[src/rtl/fft_sample_capture_if.sv]
// Sample-capture bus: ADC SPI pins, sample RAM write port and frame status.
// The capture block drives it through the master modport.
interface fft_sample_capture_if #(
   parameter int ADDR_W = 8,
   parameter int DATA_W = 12
);
   logic              Arm;
   logic              Adc_sdata;
   logic              Adc_cs_n;
   logic              Adc_sclk;
   logic              Wr_en;
   logic [ADDR_W-1:0] Wr_addr;
   logic [DATA_W-1:0] Wr_data;
   logic              Busy;
   logic              Frame_done;

   modport master (
      input  Arm, Adc_sdata,
      output Adc_cs_n, Adc_sclk, Wr_en, Wr_addr, Wr_data,
      output Busy, Frame_done
   );

   modport slave (
      output Arm, Adc_sdata,
      input  Adc_cs_n, Adc_sclk, Wr_en, Wr_addr, Wr_data,
      input  Busy, Frame_done
   );
endinterface

[src/rtl/fft_sample_capture.sv]
// SPI master for an AD7476-style 12-bit ADC.
// Captures one frame of equally spaced samples into the FFT sample RAM.
module fft_sample_capture #(
   parameter int CLK_DIV       = 4,
   parameter int SAMPLE_PERIOD = 2268,
   parameter int N_SAMPLES     = 256,
   parameter int ADDR_W        = 8,
   parameter int DATA_W        = 12
) (
   input  logic Clk,
   input  logic Reset,
   fft_sample_capture_if.master bus
);

   localparam int DIV_W = (CLK_DIV > 1) ? $clog2(CLK_DIV) : 1;
   localparam int PER_W = $clog2(SAMPLE_PERIOD);

   localparam logic [DIV_W-1:0]  DIV_END = DIV_W'(CLK_DIV - 1);
   localparam logic [PER_W-1:0]  PER_END = PER_W'(SAMPLE_PERIOD - 1);
   localparam logic [ADDR_W-1:0] IDX_END = ADDR_W'(N_SAMPLES - 1);

   typedef enum logic [1:0] {
      S_IDLE,
      S_CONV,
      S_WAIT,
      S_DONE
   } state_t;

   state_t            state;
   logic [DIV_W-1:0]  div_cnt;
   logic [4:0]        half_cnt;
   logic [PER_W-1:0]  per_cnt;
   logic [ADDR_W-1:0] idx;
   logic [DATA_W-1:0] shreg;

   always_ff @(posedge Clk) begin
      if (Reset) begin
         state          <= S_IDLE;
         div_cnt        <= '0;
         half_cnt       <= '0;
         per_cnt        <= '0;
         idx            <= '0;
         shreg          <= '0;
         bus.Adc_cs_n   <= 1'b1;
         bus.Adc_sclk   <= 1'b1;
         bus.Wr_en      <= 1'b0;
         bus.Wr_addr    <= '0;
         bus.Wr_data    <= '0;
         bus.Busy       <= 1'b0;
         bus.Frame_done <= 1'b0;
      end else begin
         bus.Wr_en      <= 1'b0;
         bus.Frame_done <= 1'b0;
         unique case (state)
            S_IDLE: begin
               if (bus.Arm) begin
                  state        <= S_CONV;
                  idx          <= '0;
                  per_cnt      <= '0;
                  div_cnt      <= '0;
                  half_cnt     <= '0;
                  bus.Adc_cs_n <= 1'b0;
                  bus.Adc_sclk <= 1'b0;
                  bus.Busy     <= 1'b1;
               end
            end
            S_CONV: begin
               // per_cnt keeps counting from CS fall so spacing ignores write timing
               per_cnt <= per_cnt + 1'b1;
               if (div_cnt == DIV_END) begin
                  div_cnt  <= '0;
                  half_cnt <= half_cnt + 1'b1;
                  if (half_cnt == 5'd31) begin
                     bus.Adc_cs_n <= 1'b1;
                     bus.Adc_sclk <= 1'b1;
                     bus.Wr_en    <= 1'b1;
                     bus.Wr_addr  <= idx;
                     bus.Wr_data  <= shreg;
                     if (idx == IDX_END) begin
                        state <= S_DONE;
                     end else begin
                        state <= S_WAIT;
                        idx   <= idx + 1'b1;
                     end
                  end else begin
                     bus.Adc_sclk <= ~bus.Adc_sclk;
                     // 16 shifts through a 12-bit register drop the leading nibble
                     if (!bus.Adc_sclk) begin
                        shreg <= {shreg[DATA_W-2:0], bus.Adc_sdata};
                     end
                  end
               end else begin
                  div_cnt <= div_cnt + 1'b1;
               end
            end
            S_WAIT: begin
               if (per_cnt == PER_END) begin
                  state        <= S_CONV;
                  per_cnt      <= '0;
                  div_cnt      <= '0;
                  half_cnt     <= '0;
                  bus.Adc_cs_n <= 1'b0;
                  bus.Adc_sclk <= 1'b0;
               end else begin
                  per_cnt <= per_cnt + 1'b1;
               end
            end
            S_DONE: begin
               state          <= S_IDLE;
               bus.Busy       <= 1'b0;
               bus.Frame_done <= 1'b1;
            end
            default: state <= S_IDLE;
         endcase
      end
   end

endmodule
[src/flat_wrapper.sv]
// flat-port wrapper written by rule: the top's interface ports become plain ports
module fft_sample_capture_flat 
#(
   parameter int CLK_DIV       = 4,
   parameter int SAMPLE_PERIOD = 2268,
   parameter int N_SAMPLES     = 256,
   parameter int ADDR_W        = 8,
   parameter int DATA_W        = 12
)
  (Clk, Reset, bus_Arm, bus_Adc_sdata, bus_Adc_cs_n, bus_Adc_sclk, bus_Wr_en, bus_Wr_addr, bus_Wr_data, bus_Busy, bus_Frame_done);
  fft_sample_capture_if #(.ADDR_W(ADDR_W), .DATA_W(DATA_W)) bus_i ();
  input  logic Clk;
  input  logic Reset;
  input wire logic [$bits(bus_i.Arm)-1:0] bus_Arm;
  input wire logic [$bits(bus_i.Adc_sdata)-1:0] bus_Adc_sdata;
  output wire logic [$bits(bus_i.Adc_cs_n)-1:0] bus_Adc_cs_n;
  output wire logic [$bits(bus_i.Adc_sclk)-1:0] bus_Adc_sclk;
  output wire logic [$bits(bus_i.Wr_en)-1:0] bus_Wr_en;
  output wire logic [$bits(bus_i.Wr_addr)-1:0] bus_Wr_addr;
  output wire logic [$bits(bus_i.Wr_data)-1:0] bus_Wr_data;
  output wire logic [$bits(bus_i.Busy)-1:0] bus_Busy;
  output wire logic [$bits(bus_i.Frame_done)-1:0] bus_Frame_done;
  assign bus_i.Arm = bus_Arm;
  assign bus_i.Adc_sdata = bus_Adc_sdata;
  assign bus_Adc_cs_n = bus_i.Adc_cs_n;
  assign bus_Adc_sclk = bus_i.Adc_sclk;
  assign bus_Wr_en = bus_i.Wr_en;
  assign bus_Wr_addr = bus_i.Wr_addr;
  assign bus_Wr_data = bus_i.Wr_data;
  assign bus_Busy = bus_i.Busy;
  assign bus_Frame_done = bus_i.Frame_done;
  fft_sample_capture #(.CLK_DIV(CLK_DIV), .SAMPLE_PERIOD(SAMPLE_PERIOD), .N_SAMPLES(N_SAMPLES), .ADDR_W(ADDR_W), .DATA_W(DATA_W)) u_core (.Clk(Clk), .Reset(Reset), .bus(bus_i));
endmodule
[config.mk]
export PLATFORM = sky130hd
export DESIGN_NAME = fft_sample_capture_flat
export DESIGN_NICKNAME = d
export VERILOG_FILES = /design/src/rtl/fft_sample_capture_if.sv /design/src/rtl/fft_sample_capture.sv /design/src/flat_wrapper.sv
export SDC_FILE = /design/constraint.sdc
export NUM_CORES = 1
export LEC_CHECK = 0
export ABC_AREA = 1
export CAP_MARGIN = 20
export CORE_MARGIN = 2
export CORE_UTILIZATION = 49
export CTS_CLUSTER_SIZE = 40
export DETAILED_ROUTE_END_ITERATION = 12
export PLACE_DENSITY = 0.73
export SLEW_MARGIN = 0
export SYNTH_ARGS = -nofsm -noshare
export SYNTH_HDL_FRONTEND = slang
export SYNTH_SLANG_ARGS = --single-unit
[constraint.sdc]
create_clock -name Clk -period 4.2 [get_ports Clk]
set_clock_uncertainty 0.1 [all_clocks]
set_input_delay 0.84 -clock Clk [delete_from_list [all_inputs] [get_ports Clk]]
set_output_delay 0.84 -clock Clk [all_outputs]
set_load 0.005 [all_outputs]
==> metrics.csv, run 1 <==
stage,metric,value,unit
status,run_status,"complete, no violations",
finish,design_area,3440,sq um
clocking,cts_resized,0,
hold_path,hp-start,u_core.idx[7],
clocking,max-clock-path-buffers,2,
power_and_ir_drop,switching_share,30.6,%
worst_setup_path,worst_r2r_path_depth,7,
global_routing,grt_use_total,20.9,%
placed_design,dp_hpwl,4010,microns
hold_path,whs_endpoint,u_core.idx[7],
global_routing,gr-total-overflow,0,
sta,setup_violations,0,
placed_design,gp_congestion,0.808,
floorplanning,die_x,80.8,microns
clocking,cts_sinks,66,
synth,ys_types,31,
synth,ys_ff_latch,66,
placed_design,placedInstanceArea,3220,sq um
power_and_ir_drop,clockPowerShare,36.2,%
placed_design,port_buffers,28,
worst_setup_path,cp.required,4.37,ns
detailed_routing,vias,2488,
detailed_routing,vias_per_cell,5.08,
finish,diodes,0,
worst_setup_path,cp_slowest_stage_delay,0.75,ns
worst_setup_path,r2r_end,u_core.shreg[9],
power_and_ir_drop,switchingPower,0.000520,W
sta,drv_slew,0,
worst_setup_path,crit_family,buffers and inverters,
clocking,cts_tree,yes,
worst_setup_path,crit_path_end_kind,register,
power_and_ir_drop,comb_power_share,22.9,%
finish,drive_above_1_share,7.66,%
global_routing,antenna_found_initial,0,
floorplanning,die_h,80.8,microns
power_and_ir_drop,power.density,494,nW/um^2
placed_design,placed_cells,476,
floorplanning,row_count,27,
global_routing,grt_pass1_wl,10500,microns
sta,finalCritPeriodShare,62.0,%
sta,tns,0,ns
sta,max_freq,0.384,GHz
power_and_ir_drop,p_seq_share,40.9,%
detailed_routing,antenna_left,0,
global_routing,grt_max_degree,33,
worst_setup_path,crit_buf_inv,2,
hold_path,hold_path.class,register to register,
clocking,cts_buffers,9,
power_and_ir_drop,power.leakage,1.42,nW
finish,layout.nets,428,
power_and_ir_drop,p_int,0.00118,W
detailed_routing,drc,0,
worst_setup_path,slowest_stage,inv_1,
synth,syn_nets,399,
finish,layout_common_cells,"nor2_1 (91), dfxtp_1 (66), nand2_1 (51), o21ai_0 (38), inv_1 (29)",
sta,period_needed,2.61,ns
synth,syn_avg_cell_area,7.48,sq um
worst_setup_path,worst-setup-path-type,input port to register,
synth,synth_cells,386,
worst_setup_path,crit_cells,4,
detailed_routing,drt_iter0_markers,170,
clocking,clkSlewWorstSetupHoldPaths,0.07,ns
power_and_ir_drop,peakVddDrop,0.251,mV
worst_setup_path,reg2reg_from,u_core.state[1],
finish,syn2layout_area_growth,19.1,%
sta,slew_headroom,42.6,%
detailed_routing,drt-wirelength-per-cell,12.2,microns
worst_setup_path,cp_cell_sequence,clkdlybuf4s50_1 > inv_1 > nand2_1 > nor2_1,
sta,rsz0062_at_grt,false,
synth,yosysSeqAreaShare,45.8,%
sta,finalHoldViolations,0,
floorplanning,die_area,6520,sq um
detailed_routing,drt_pass1_iterations,4,
worst_setup_path,cp.arrival,2.77,ns
synth,syn-cell-area,2890,sq um
clocking,root_buffer,clkbuf_8,
worst_setup_path,crit_fanout,32,
flow_run,maxCapViolations,0,
floorplanning,start_util,51.5,%
worst_setup_path,rrSetupSlack,1.69,ns
clocking,post_cts_buffers,0,
global_routing,grt_pass1_vias,2345,
floorplanning,coreArea,5610,sq um
floorplanning,boundaryPins,29,
worst_setup_path,crit_path_start,Reset,
clocking,htreeDepth,3,
finish,n_fill_cell,534,
finish,layout_commonest_cell,nor2_1,
hold_path,hold_depth,2,
synth,yosysWarnings,0,
clocking,hold_buffers,0,
sta,max_slew.worst_pin.slew,0.860,ns
detailed_routing,routed_wl,5960,microns
clocking,clock_latency,0.34,ns
finish,stdcell_count,490,
worst_setup_path,start_kind,input port,
## tightest hold or removal path, stage by stage, from the launching register on
cell and delay (ns):
dfxtp_1 0.31, nand2_1 0.06, a21oi_1 0.05
## power by group through the flow
stage	Combinational [W]	Sequential, W	Clock, W
after floorplan	0.000302	0.000704	0
after global placement	0.000383	0.000708	0
after CTS	0.000390	0.000696	0.000632
final	0.000389	0.000695	0.000615
after global routing	0.000434	0.000702	0.000654
after detailed placement	0.000388	0.000709	0
## metrics by stage
step / setup WS [ns] / util (%) / hold slack (ns) / power (W)
after floorplan: 2.32 / - / 0.344 / 0.00101
after global placement: 1.26 / 57.4 / 0.353 / 0.00109
after detailed placement: 1.20 / 57.4 / 0.358 / 0.00110
after CTS: 1.54 / 61.3 / 0.369 / 0.00172
after global routing: 1.38 / 61.3 / 0.398 / 0.00179
final: 1.59 / 61.3 / 0.365 / 0.00170
## cells by family (layout without fill, tap and decap cells)
kind of cell | count (synthesis) | in the layout | synth area share [%]
compound gates | 67 | 67 | 12.2
xor+xnor | 8 | 8 | 2.43
buf+inv | 46 | 78 | 6.54
fa+ha+maj | 9 | 9 | 3.90
flops | 66 | 66 | 45.8
simple gates | 190 | 190 | 29.2
## worst max-delay path by stage
| stage | endpoint |
|---|---|
| floorplan | u_core.per_cnt[11] |
| global placement | u_core.per_cnt[4] |
| detailed placement | u_core.per_cnt[8] |
| CTS | u_core.per_cnt[8] |
| global route | u_core.per_cnt[8] |
| finish | u_core.per_cnt[8] |
## cells in the mapped netlist
master,n,area share (%)
o21a_1,1,0.26
nor2_1,91,12
dfxtp_1,66,46
nor3b_1,1,0.26
o21ai_4,1,0.56
buf_2,3,0.52
nor2_8,1,0.69
nand4_1,5,1.1
a21oi_1,24,4.2
nand2_2,2,0.43
a211oi_1,1,0.26
o21ai_0,38,6.6
nor2_4,1,0.39
nor3_2,3,1.0
o22ai_1,1,0.22
xnor2_1,2,0.61
nand3_2,1,0.35
clkbuf_1,8,1.0
o21ai_1,1,0.17
inv_1,29,3.8
nor3_1,5,0.87
ha_1,9,3.9
or2_0,1,0.22
nand2_1,51,6.6
nand3_1,24,4.2
clkinv_4,1,0.30
nand2_4,2,0.78
xor2_1,6,1.8
buf_6,1,0.39
nor2_2,2,0.43
inv_2,4,0.52
## cell type report
class                   count  area [sq um]  share of cell area [%]
clock buffers              11           131                    3.82
clock inverters             3          90.1                    2.62
inverters                  34           133                    3.86
multi-input cells         274          1380                    40.1
flip-flops and latches     66          1320                    38.4
well taps                  72          90.1                    2.62
repair buffers             30           295                    8.59
## per-layer routing
| layer | GRT usage [%] | vias up | wire [microns] | part of all wire [%] |
|---|---|---|---|---|
| li1 | - | 1302 | - | - |
| met1 | 25.6 | 1142 | 2830 | 47 |
| met2 | 34.3 | 35 | 2820 | 47 |
| met3 | 8.00 | 9 | 220 | 3.7 |
| met4 | 6.10 | 0 | 81 | 1.4 |
| met5 | 0 | - | 0 | 0 |
## registers in the layout (all words and copies together) (netlist names)
name                   flops
u_core.state               2
u_core.bus.Adc_sclk        1
u_core.bus.Wr_addr         8
u_core.bus.Adc_cs_n        1
u_core.half_cnt            5
u_core.div_cnt             2
u_core.bus.Wr_data        12
u_core.bus.Wr_en           1
u_core.bus.Busy            1
u_core.bus.Frame_done      1
u_core.shreg              12
u_core.per_cnt            12
u_core.idx                 8
Power figures use the tool's default switching activity.
==> inputs of run 2 (changes only) <==
==> constraint.sdc (replaced) <==
create_clock -name Clk -period 2.6 [get_ports Clk]
set_clock_uncertainty 0.1 [all_clocks]
set_input_delay 0.52 -clock Clk [delete_from_list [all_inputs] [get_ports Clk]]
set_output_delay 0.52 -clock Clk [all_outputs]
set_load 0.005 [all_outputs]
==> run 2 against run 1 <==
Clock-buffer cell count decreased by 2; sequential power grew 61%; via count grew 1.2%; total power rose by 54%; combinational power is 66% higher; critical path type is now register to register; largest power group unchanged.
==> metrics.csv, run 2 (synthesized netlist as in run 1, its figures left out) <==
stage,metric,value,unit,change
sta,timing.final.ws_setup,0.408,ns,-1.19 ns
finish,fin_util,61.2,%,-0.089 points
sta,drv_slew,0,,unchanged
global_routing,grt_max_degree,39,,+18%
power_and_ir_drop,peakVddDrop,0.534,mV,+110%
worst_setup_path,reg2reg_from,u_core.state[1],,
flow_run,maxCapViolations,0,,unchanged
detailed_routing,drt_iter0_markers,158,,-7.1%
global_routing,gr-total-overflow,0,,unchanged
clocking,htreeDepth,3,,unchanged
detailed_routing,drt_pass1_iterations,5,,+1
floorplanning,die_h,80.8,microns,unchanged
clocking,root_buffer,clkbuf_8,,
sta,max_freq,0.456,GHz,
sta,finalHoldViolations,0,,unchanged
finish,layout_commonest_cell,nor2_1,,
clocking,cts_resized,0,,unchanged
sta,tns,0,ns,unchanged
detailed_routing,vias_per_cell,5.09,,+0.18%
floorplanning,row_count,27,,unchanged
clocking,clkSlewWorstSetupHoldPaths,0.07,ns,about the same
worst_setup_path,cp_slowest_stage_delay,0.44,ns,-0.31 ns
power_and_ir_drop,power.density,763,nW/um^2,+54%
placed_design,dp_hpwl,4050,microns,+1.0%
detailed_routing,vias,2518,,+1.2%
finish,layout_common_cells,"nor2_1 (91), dfxtp_1 (66), nand2_1 (51), o21ai_0 (38), inv_1 (29)",,
global_routing,grt_pass1_wl,10500,microns,+0.27%
hold_path,hold_path.class,register to register,,
floorplanning,die_x,80.8,microns,unchanged
worst_setup_path,worst_r2r_path_depth,7,,unchanged
floorplanning,boundaryPins,29,,unchanged
detailed_routing,routed_wl,6050,microns,+1.6%
hold_path,hold_depth,2,,unchanged
clocking,post_cts_buffers,0,,unchanged
detailed_routing,antenna_left,0,,unchanged
floorplanning,start_util,51.5,%,unchanged
clocking,cts_sinks,66,,unchanged
clocking,clock_latency,0.35,ns,about the same
finish,layout.nets,431,,+0.70%
global_routing,grt_pass1_vias,2397,,+2.2%
worst_setup_path,r2r_end,u_core.bus.Wr_data[10],,
sta,slew_headroom,66.3,%,+24 points
finish,reg.largest.list,"u_core.bus.Wr_data: 12 flops, u_core.per_cnt: 12 flops, u_core.shreg: 12 flops",,
sta,finalCritPeriodShare,84.3,%,
placed_design,port_buffers,28,,unchanged
clocking,cts_tree,yes,,
floorplanning,coreArea,5610,sq um,unchanged
placed_design,placed_cells,479,,+0.63%
finish,drive_above_1_share,9.22,%,+1.6 points
status,run_status,"complete, no violations",,
finish,stdcell_count,495,,+1.0%
finish,syn2layout_area_growth,18.9,%,
sta,max_slew.worst_pin.slew,0.505,ns,-0.355 ns
placed_design,gp_congestion,0.831,,+2.9%
detailed_routing,drt-wirelength-per-cell,12.2,microns,+0.62%
worst_setup_path,cp.required,2.75,ns,-1.62 ns
worst_setup_path,rrSetupSlack,0.41,ns,-1.28 ns
clocking,cts_buffers,9,,unchanged
worst_setup_path,slowest_stage,ha_1,,
detailed_routing,drc,0,,unchanged
clocking,hold_buffers,0,,unchanged
worst_setup_path,crit_fanout,16,,-50%
hold_path,whs_endpoint,u_core.per_cnt[10],,
power_and_ir_drop,power.leakage,1.43,nW,+0.34%
global_routing,antenna_found_initial,0,,unchanged
worst_setup_path,worst-setup-path-type,register to register,,
worst_setup_path,cp_cell_sequence,inv_1 > ha_1 > nand2_1 > nor2_2 > inv_1 > nor2_1 > nor2_1,,
global_routing,grt_use_total,20.8,%,-0.10 points
finish,diodes,0,,unchanged
floorplanning,die_area,6520,sq um,unchanged
worst_setup_path,crit_family,simple AND/OR/NAND/NOR gates,,
worst_setup_path,start_kind,register,,
worst_setup_path,crit_path_end_kind,register,,
sta,setup_violations,0,,unchanged
sta,period_needed,2.19,ns,
worst_setup_path,crit_buf_inv,2,,unchanged
finish,n_fill_cell,537,,+0.56%
hold_path,hp-start,u_core.per_cnt[10],,
clocking,max-clock-path-buffers,2,,unchanged
worst_setup_path,cp.arrival,2.34,ns,-0.43 ns
sta,rsz0062_at_grt,false,,
placed_design,dpl_worst_slack,0.408,ns,-0.793 ns
[run 2: per-layer routing]
layer  vias to the layer above  share of wire [%]  GRT usage [%]
met5                         -                  0              0
met4                         0                1.5           8.31
met3                        10                4.5           8.11
met2                        44                 46           33.5
met1                      1156                 48           25.0
li1                       1308                  -              -
[run 2: power breakdown]
group / switching [W] / internal (W) / total (W)
Sequential: 0.0000535 / 0.00107 / 0.00112
Combinational: 0.000427 / 0.000217 / 0.000644
Clock: 0.000412 / 0.000440 / 0.000852
Total: 0.000892 / 0.00173 / 0.00262
[run 2: per-stage QoR]
stage	hold WS [ns]	total power, W	instance area [sq um]
after floorplan	0.344	0.00162	2890
after global placement	0.356	0.00177	3240
after detailed placement	0.359	0.00179	3240
after CTS	0.370	0.00264	3430
after global routing	0.387	0.00276	3430
final	0.368	0.00262	3430
[run 2: final cells by class]
type                            count  area, sq um  share of cell area [%]
Clock buffer                        9          124                    3.61
Clock inverter                      7         70.1                    2.04
Inverter                           34          133                    3.86
Multi-Input combinational cell    274         1380                    40.1
Sequential cell                    66         1320                    38.5
Tap cell                           72         90.1                    2.62
Timing Repair Buffer               33          318                    9.26
[run 2: worst reg2reg max path, stage by stage, from the launching register on]
cell and delay [ns]:
dfxtp_1 0.33, inv_1 0.10, ha_1 0.44, nand2_1 0.20, nor2_2 0.33, inv_1 0.33, nor2_1 0.20, nor2_1 0.06
[run 2: worst max path at each step]
stage	from	to	slack [ns]	cells past startpoint
floorplan	u_core.half_cnt[0]	u_core.bus.Wr_addr[2]	0.81	10
global placement	bus_Arm	u_core.per_cnt[11]	0.45	10
detailed placement	bus_Arm	u_core.per_cnt[11]	0.41	10
CTS	u_core.state[1]	u_core.bus.Wr_data[10]	0.40	7
global route	u_core.state[1]	u_core.bus.Wr_data[10]	0.12	7
finish	u_core.state[1]	u_core.bus.Wr_data[10]	0.41	7
